**src/rtl/mem_arbiter.sv**
```systemverilog
// mem_arbiter
// Lets the instruction-fetch port (I) and the data-access port (D) share a
// single-port unified memory. Only one transaction is in flight at a time.
// D normally wins. After STARVE_LIMIT consecutive D grants taken while I
// was waiting, I is forced through. A memory that never answers is
// abandoned after TIMEOUT busy cycles. A timed-out read returns ERR_DATA
// and raises err.
//
// Ports
//   clk, reset              rising-edge clock, asynchronous active-low reset
//   i_req/i_addr            fetch request (always a read), held until i_ack
//   i_rdata/i_ack           fetch read data and one-cycle completion pulse
//   d_req/d_we/d_addr/
//   d_wdata                 data request, held until d_ack
//   d_rdata/d_ack           data read data and one-cycle completion pulse
//   m_req/m_we/m_addr/
//   m_wdata                 memory request, stable for the whole busy phase
//   m_rdata/m_ready         memory read data and completion strobe
//   busy                    arbiter is not idle
//   err                     pulses together with the ack of a timed-out access
module mem_arbiter #(
  parameter int AW = 32,
  parameter int DW = 32,
  parameter int STARVE_LIMIT = 3,
  parameter int TIMEOUT = 255,
  parameter logic [DW-1:0] ERR_DATA = 32'hDEADBEEF
) (
  input  logic          clk,
  input  logic          reset,
  input  logic          i_req,
  input  logic [AW-1:0] i_addr,
  output logic [DW-1:0] i_rdata,
  output logic          i_ack,
  input  logic          d_req,
  input  logic          d_we,
  input  logic [AW-1:0] d_addr,
  input  logic [DW-1:0] d_wdata,
  output logic [DW-1:0] d_rdata,
  output logic          d_ack,
  output logic          m_req,
  output logic          m_we,
  output logic [AW-1:0] m_addr,
  output logic [DW-1:0] m_wdata,
  input  logic [DW-1:0] m_rdata,
  input  logic          m_ready,
  output logic          busy,
  output logic          err
);

  localparam logic [2:0] IDLE    = 3'd0;
  localparam logic [2:0] GRANT_D = 3'd1;
  localparam logic [2:0] BUSY_D  = 3'd2;
  localparam logic [2:0] DONE_D  = 3'd3;
  localparam logic [2:0] GRANT_I = 3'd4;
  localparam logic [2:0] BUSY_I  = 3'd5;
  localparam logic [2:0] DONE_I  = 3'd6;

  localparam int SW = $clog2(STARVE_LIMIT + 1);
  localparam logic [SW-1:0] STARVE_MAX = SW'(STARVE_LIMIT);
  // The counter starts at zero on the first busy cycle, so the last
  // permitted busy cycle is the one where it reads TIMEOUT-1.
  localparam logic [7:0] TMO_LAST = 8'(TIMEOUT - 1);

  logic [2:0]    state;
  logic [SW-1:0] starve_cnt;
  logic [7:0]    tmo_cnt;
  logic          grant_d;
  logic          grant_i;
  logic          tmo_hit;

  // D wins unless I is also waiting and has already been passed over
  // STARVE_LIMIT times in a row.
  assign grant_d = d_req && (!i_req || (starve_cnt < STARVE_MAX));
  assign grant_i = i_req && !grant_d;
  assign tmo_hit = (tmo_cnt == TMO_LAST);

  // The whole datapath is in one registered block, so every output comes
  // straight from a flop. Acks and err default low each cycle, which makes
  // them single-cycle pulses.
  always_ff @(posedge clk or negedge reset) begin
    if (!reset) begin
      state      <= IDLE;
      starve_cnt <= '0;
      tmo_cnt    <= '0;
      m_req      <= 1'b0;
      m_we       <= 1'b0;
      m_addr     <= '0;
      m_wdata    <= '0;
      i_rdata    <= '0;
      d_rdata    <= '0;
      i_ack      <= 1'b0;
      d_ack      <= 1'b0;
      err        <= 1'b0;
      busy       <= 1'b0;
    end else begin
      i_ack <= 1'b0;
      d_ack <= 1'b0;
      err   <= 1'b0;
      case (state)
        IDLE: begin
          if (grant_d) begin
            state <= GRANT_D;
            busy  <= 1'b1;
            // Only D grants taken while I waits count toward starvation.
            if (i_req) begin
              starve_cnt <= (starve_cnt == STARVE_MAX) ? starve_cnt : starve_cnt + 1'b1;
            end else begin
              starve_cnt <= '0;
            end
          end else if (grant_i) begin
            state      <= GRANT_I;
            busy       <= 1'b1;
            starve_cnt <= '0;
          end
        end
        GRANT_D: begin
          m_addr  <= d_addr;
          m_we    <= d_we;
          m_wdata <= d_wdata;
          m_req   <= 1'b1;
          tmo_cnt <= '0;
          state   <= BUSY_D;
        end
        GRANT_I: begin
          m_addr  <= i_addr;
          m_we    <= 1'b0;
          m_req   <= 1'b1;
          tmo_cnt <= '0;
          state   <= BUSY_I;
        end
        BUSY_D, BUSY_I: begin
          // A real response wins over a timeout that lands in the same cycle.
          if (m_ready || tmo_hit) begin
            m_req <= 1'b0;
            err   <= !m_ready;
            if (state == BUSY_D) begin
              state <= DONE_D;
              d_ack <= 1'b1;
              if (!m_we) begin
                d_rdata <= m_ready ? m_rdata : ERR_DATA;
              end
            end else begin
              state <= DONE_I;
              i_ack <= 1'b1;
              i_rdata <= m_ready ? m_rdata : ERR_DATA;
            end
          end else begin
            tmo_cnt <= tmo_cnt + 1'b1;
          end
        end
        DONE_D, DONE_I: begin
          state <= IDLE;
          busy  <= 1'b0;
        end
        default: begin
          state <= IDLE;
          busy  <= 1'b0;
          m_req <= 1'b0;
        end
      endcase
    end
  end

endmodule

```
**config.mk**
```make
export PLATFORM = sky130hd
export DESIGN_NAME = mem_arbiter
export DESIGN_NICKNAME = d
export VERILOG_FILES = /design/src/rtl/mem_arbiter.sv
export SDC_FILE = /design/constraint.sdc
export NUM_CORES = 1
export LEC_CHECK = 0
export BUFFER_PORTS_ARGS = -buffer_cell sky130_fd_sc_hd__buf_4
export CORE_UTILIZATION = 51
export DETAILED_ROUTE_END_ITERATION = 7
export PLACE_DENSITY = 0.86
export SLEW_MARGIN = 10
export SYNTH_ARGS = -nofsm -noshare
export SYNTH_HDL_FRONTEND = slang
export SYNTH_SLANG_ARGS = --single-unit
```
**constraint.sdc**
```tcl
create_clock -name clk -period 4.9 [get_ports clk]
set_input_delay 0.49 -clock clk [delete_from_list [all_inputs] [get_ports clk]]
set_output_delay 0.49 -clock clk [all_outputs]
set_load 0.05 [all_outputs]
```
==> summary.md, run 1 <==
| Metric | Value |
|---|---|
| Final worst-path cycle share | 56.0% |
| I/O Buffers | 267 |
| Antenna Diode Count | 0 |
| Row count | 39 |
| Synthesized Nets | 620 |
| Top_reg_cell synth | dfrtp_1 |
| R2R Setup Slk | 2.16 ns |
| Num CTS Buffers | 17 |
| Critical Path AT | 3.02 ns |
| Setup bufs post-CTS | 0 |
| NetSw | 3.76 mW |
| Bufs on Longest Clock Path | 2 |
| Seq pwr share | 28.4% |
| Simple-gate share of the synthesized area | 7.70% |
| Synth Area in Adders | 0.629% |
| CTS sink cnt | 147 |
| Pint | 3.98 mW |
| DRT Wirelength | 16.9 mm |
| Via count | 5039 |
| RSZ-0062 raised after global routing | false |
| Clk slew on worst S/H paths | 0.06 ns |
| Fin area | 8650 µm² |
| Max Fclk | 365 MHz |
| Post-route DRC | 0 |
| Max-Slew Margin vs Limit | 32.0% |
| Setup CP Type | reg -> reg |
| Commonest non-fill, non-tap cell in the layout | buf_4 |
| Crit path required time | 5.17 ns |
| Largest family of logic cells by synthesized area | compound AO/OA/AOI/OAI gates |
| Final Core Density | 75.8% |
| Die W | 110 µm |
| Vias in the first global route | 5213 |
| Global Route Usage Sum | 28.5% |
| Setup crit end kind | flop |
| Least-Margin Pin Slew | 1.02 ns |
| DRC marker count from the first detailed-route iteration | 359 |
| Share of layout cells above drive strength 1 | 45.4% |
| Clk_lat worst skew | 0.42 ns |
| GPL Wtd Cong | 0.808 |
| Crit path max fanout | 33 |
| Max Cap Viol | 0 |
| Worst r2r path cells | 6 |
| Gr busiest metal | met2 |
| P per Cell Area | 894 nW/µm² |
| Final setup margin | 2.16 ns |
| DR WL/cell | 18.8 µm |
| Final hold violations | 0 |
| Core footprint | 11400 µm² |
| Post-DP HPWL | 11.5 mm |
| Seq/Total Area, Yosys | 61.7% |
| Final cell count without fillers | 896 |
| ANT nets after route | 0 |
| Starting density of the core | 52.2% |
| Pre-CTS setup slack | 2.19 ns |
| Synthesis-to-finish area growth | 45.1% |
| Cell Area, Synth | 5960 µm² |
| Worst-path cell chain | nand2b_1 > nor2_2 > buf_4 > o21ai_1 > clkinv_1 > a2bb2oi_1 |
| Final setup skew | 0.0103 ns |
| Largest net degree at the start of global routing | 101 |
| Mux cell area share after synthesis | 11.4% |
| FF-to-FF End | i_rdata[1] |
| XOR/XNOR share of the synthesized area | 0.147% |
| Drt via density | 5.62 |
| Met1 usage | 32.1% |
| Post-synth EDFFs | 0 |
| Hold WC Path Type | in -> async |
| Synth unique cells | 43 |
| Post-DP Area | 8070 µm² |
| Final total power | 7.74 mW |
| Met3 usage | 8.00% |
| Crit-path max cell delay | 0.81 ns |
| CTS H-tree lvls | 4 |
| Cts-stage hold buffer count | 0 |
| Nets | 879 |
| Clock power share | 16.6% |
| Final hold slack | 0.167 ns |
| Gr ovfl total | 0 |
| CP max-delay cell | clkinv_1 |
| CTS tree | built |
| Global-route wire length before repair | 25.6 mm |
| # IOs | 268 |
| Initial antenna violation count | 0 |
| Comb power frac | 55.0% |
| Die area | 12100 µm² |
| Final slew viol count | 0 |
| Commonest non-fill, non-tap cells in the layout | buf_4 (272), dfrtp_1 (147), a2bb2oi_1 (48) |
| Post-layout minimum cycle time | 2.74 ns |
| Avg Cell Area, Syn | 12.3 µm² |
| Status | complete, no violations |
| Worst r2r src | state[1] |
| Fin Setup TNS | 0 ns |
| Register bit total from synthesis | 147 |
| Initial DRT Pass Iterations | 5 |
| Sw Ratio | 48.6% |
| Asr flop ratio synth | 100% |
| Final Setup Violations | 0 |
| Worst Setup Start Kind | flop |
| IR drop worst, VDD | 626 µV |
| Met2 GRT Util | 49.4% |
| Mapped Cells | 483 |
| Yosys warnings | 0 |
| Die Height | 110 µm |
| Synth Area in Compound Gates | 15.7% |
| Static Leakage | 4.14 nW |
| Dpl cells | 865 |
| Root buf cell | clkbuf_16 |
| Post-CTS sizing | 0 |
==> logic make-up (layout without fill, tap and decap cells) <==
| group | after synthesis | in the layout |
|---|---|---|
| compound gates | 126 | 126 |
| xor+xnor | 1 | 1 |
| fa+ha+maj | 3 | 3 |
| buf+inv | 39 | 309 |
| flops | 147 | 147 |
| mux | 64 | 64 |
| simple gates | 103 | 103 |
==> power by group through the flow <==
stage / logic (mW) / registers, mW / clock network [mW]
finish: 4.25 / 2.20 / 1.29
global route: 4.46 / 2.25 / 1.36
CTS: 4.28 / 2.19 / 1.31
detailed placement: 4.26 / 2.18 / 0
global placement: 4.15 / 2.15 / 0
floorplan: 1.07 / 4.01 / 0
==> how the worst max path moves through the flow <==
stage	cells after the start	endpoint	from	slack, ns
final	6	i_rdata[1]	state[1]	2.16
after global routing	7	i_rdata[3]	tmo_cnt[0]	1.94
after CTS	6	i_rdata[26]	state[1]	2.16
after detailed placement	6	i_rdata[16]	state[1]	2.19
after global placement	6	i_rdata[5]	state[1]	2.45
after floorplan	6	tmo_cnt[5]	state[2]	2.95
==> Yosys cell counts (all sizes together), types with 2 or more instances <==
cell	count	area share, %
nor2	30	1.9
a2bb2oi	48	7.0
nand2	43	2.7
o21ai	42	3.5
and2	2	0.21
mux2i	32	5.4
dfrtp	147	62
buf	8	0.78
mux2	32	6.0
a211o	3	0.44
clkbuf	26	1.6
nor3	7	0.67
or3b	2	0.29
a32o	16	2.7
inv	4	0.25
and3	4	0.42
a2111oi	2	0.29
nand3	7	0.59
ha	3	0.63
a21oi	6	0.50
==> sequential cells by signal, summed over array words and instances (netlist names), 2 cells and up <==
register / flops
d_rdata: 32
i_rdata: 32
m_addr: 32
m_wdata: 32
tmo_cnt: 8
state: 3
starve_cnt: 2
==> routing by layer <==
metal / up-vias / part of all wire [%]
met3: 40 / 6.6
met5: - / 0
met2: 236 / 53
met1: 2485 / 37
met4: 0 / 2.8
li1: 2278 / -
==> critical path: cells and delay by family, from the launching register on <==
| family | cells | cell delay [ns] |
|---|---|---|
| flops | 1 | 0.52 |
| compound gates | 2 | 0.76 |
| simple gates | 2 | 0.26 |
| buf+inv | 2 | 1.05 |
==> final cells by class <==
cell class / count / area (µm²)
Clock inverter: 10 / 134
Timing Repair Buffer: 274 / 2060
Tap cell: 143 / 179
Clock buffer: 20 / 447
Fill cell: 770 / 2770
Inverter: 5 / 18.8
Sequential cell: 147 / 3680
Multi-Input combinational cell: 297 / 2140
Power figures use the tool's default switching activity.
==> run 2, diff against run 1 <==
Settings changed: CORE_UTILIZATION 51 to 47, PLACE_DENSITY 0.86 to 0.8.
Clock period 4.9 ns to 2.7 ns, I/O delays scaled along.
==> summary.md, run 2 (synthesis results as in run 1) <==
| Metric | Value |
|---|---|
| Die Height | 115 µm |
| CTS tree | built |
| DR WL/cell | 17.6 µm |
| Post-DP Area | 8150 µm² |
| DRT Wirelength | 16.3 mm |
| Static Leakage | 4.14 nW |
| DRC marker count from the first detailed-route iteration | 377 |
| Hold WC Path Type | in -> reg |
| Fin Setup TNS | 0 ns |
| CTS sink cnt | 147 |
| Drt via density | 5.38 |
| Least-Margin Pin Slew | 0.817 ns |
| Global-route wire length before repair | 25.7 mm |
| Setup crit end kind | flop |
| Final worst-path cycle share | 87.5% |
| Setup bufs post-CTS | 0 |
| Num CTS Buffers | 17 |
| Initial antenna violation count | 0 |
| FF-to-FF End | state[0] |
| Crit path required time | 3.00 ns |
| Final slew viol count | 0 |
| P per Cell Area | 1590 nW/µm² |
| Final setup skew | 0.00664 ns |
| Via count | 4968 |
| IR drop worst, VDD | 1190 µV |
| Final Setup Violations | 0 |
| Hold path start | d_we |
| Post-layout minimum cycle time | 2.36 ns |
| Max Cap Viol | 0 |
| Max Fclk | 423 MHz |
| R2R Setup Slk | 0.34 ns |
| Antenna Diode Count | 0 |
| # IOs | 268 |
| Status | complete, no violations |
| Total of fill cells in the finished design | 950 |
| Max-Slew Margin vs Limit | 45.5% |
| Final Core Density | 71.1% |
| Initial DRT Pass Iterations | 4 |
| Bufs on Longest Clock Path | 2 |
| Crit-path max cell delay | 0.72 ns |
| Nets | 884 |
| Area of the multi-input gates | 2140 µm² |
| CTS H-tree lvls | 4 |
| Clk_lat worst skew | 0.42 ns |
| Vias in the first global route | 5135 |
| Worst Hold End | m_we |
| Global Route Usage Sum | 25.7% |
| Share of layout cells above drive strength 1 | 45.4% |
| Critical Path AT | 2.67 ns |
| Post-DP HPWL | 11.5 mm |
| Row count | 40 |
| Setup CP Type | reg -> reg |
| I/O Buffers | 267 |
| Worst-path cell chain | or3b_1 > a221oi_1 > buf_4 > a2111oi_0 > a21o_1 |
| Final hold slack | 0.0742 ns |
| Fin area | 8680 µm² |
| Die area | 13100 µm² |
| Worst r2r src | state[1] |
| Core footprint | 12200 µm² |
| Worst Hold Depth | 2 |
| Post-route DRC | 0 |
| Synthesis-to-finish area growth | 45.5% |
| RSZ-0062 raised after global routing | false |
| CP max-delay cell | a221oi_1 |
| Final total power | 13.8 mW |
| Worst r2r path cells | 5 |
| Die W | 115 µm |
| Starting density of the core | 48.8% |
| Commonest non-fill, non-tap cells in the layout | buf_4 (276), dfrtp_1 (147), a2bb2oi_1 (48) |
| Clk slew on worst S/H paths | 0.05 ns |
| Worst Setup Start Kind | flop |
| Register area | 3680 µm² |
| GPL Wtd Cong | 0.863 |
| Commonest non-fill, non-tap cell in the layout | buf_4 |
| ANT nets after route | 0 |
| Root buf cell | clkbuf_16 |
| Final hold violations | 0 |
| Gr ovfl total | 0 |
| Largest net degree at the start of global routing | 91 |
| Crit path max fanout | 11 |
run 2: cell types whose count changed in the layout (fill, tap and decap cells not counted), sizes merged:
cell and delta:
dlygate4sd3 +1, inv -1, clkinv +1, bufinv -2, clkbuf +2, clkinvlp -2
buf +4
run 2: worst max path at each step:
stage | start | endpoint | slack [ns] | cells past startpoint
3_5_place_dp | state[1] | state[0] | 0.39 | 5
5_1_grt | state[1] | state[0] | 0.25 | 5
3_3_place_gp | state[1] | tmo_cnt[5] | 0.55 | 4
6_report | state[1] | state[0] | 0.34 | 5
2_1_floorplan | state[2] | tmo_cnt[5] | 0.75 | 6
4_1_cts | state[1] | state[0] | 0.37 | 5
run 2: critical path: cells and delay by family, from the launching register on:
family                 cells  cell delay, ns
AOI/OAI and AO/OA          3            0.96
and+or+nand+nor            1            0.53
DFF                        1            0.51
buffers and inverters      1            0.26
run 2: cell type report:
class	count	share of cell area (%)
Clock buffer	22	5.35
Clock inverter	6	0.677
Inverter	5	0.216
Multi-Input combinational cell	297	24.6
Sequential cell	147	42.4
Tap cell	168	2.42
Timing Repair Buffer	279	24.3
run 2: power breakdown:
| group | internal [mW] | switching [mW] | total [mW] |
|---|---|---|---|
| logic | 2.50 | 5.23 | 7.73 |
| clock network | 1.29 | 0.824 | 2.11 |
| registers | 3.27 | 0.657 | 3.93 |
run 2: repair_timing:
action,4_1_cts,5_1_grt
hold endpoints to repair,88,0
resized for setup,0,0
hold buffers,1,0
run 2: through the flow:
stage | worst slack, ns | std cells
3_5_place_dp | 0.392 | 895
2_1_floorplan | 0.745 | 483
5_1_grt | 0.247 | 924
3_3_place_gp | 0.550 | 895
6_report | 0.336 | 924
4_1_cts | 0.372 | 924
run 2: layer usage:
metal / up-vias / wire length [µm] / global-route usage [%]
met2: 199 / 8370 / 43.8
li1: 2290 / - / -
met1: 2432 / 6340 / 30.4
met5: - / 0 / 0
met4: 0 / 597 / 13.8
met3: 47 / 952 / 5.82
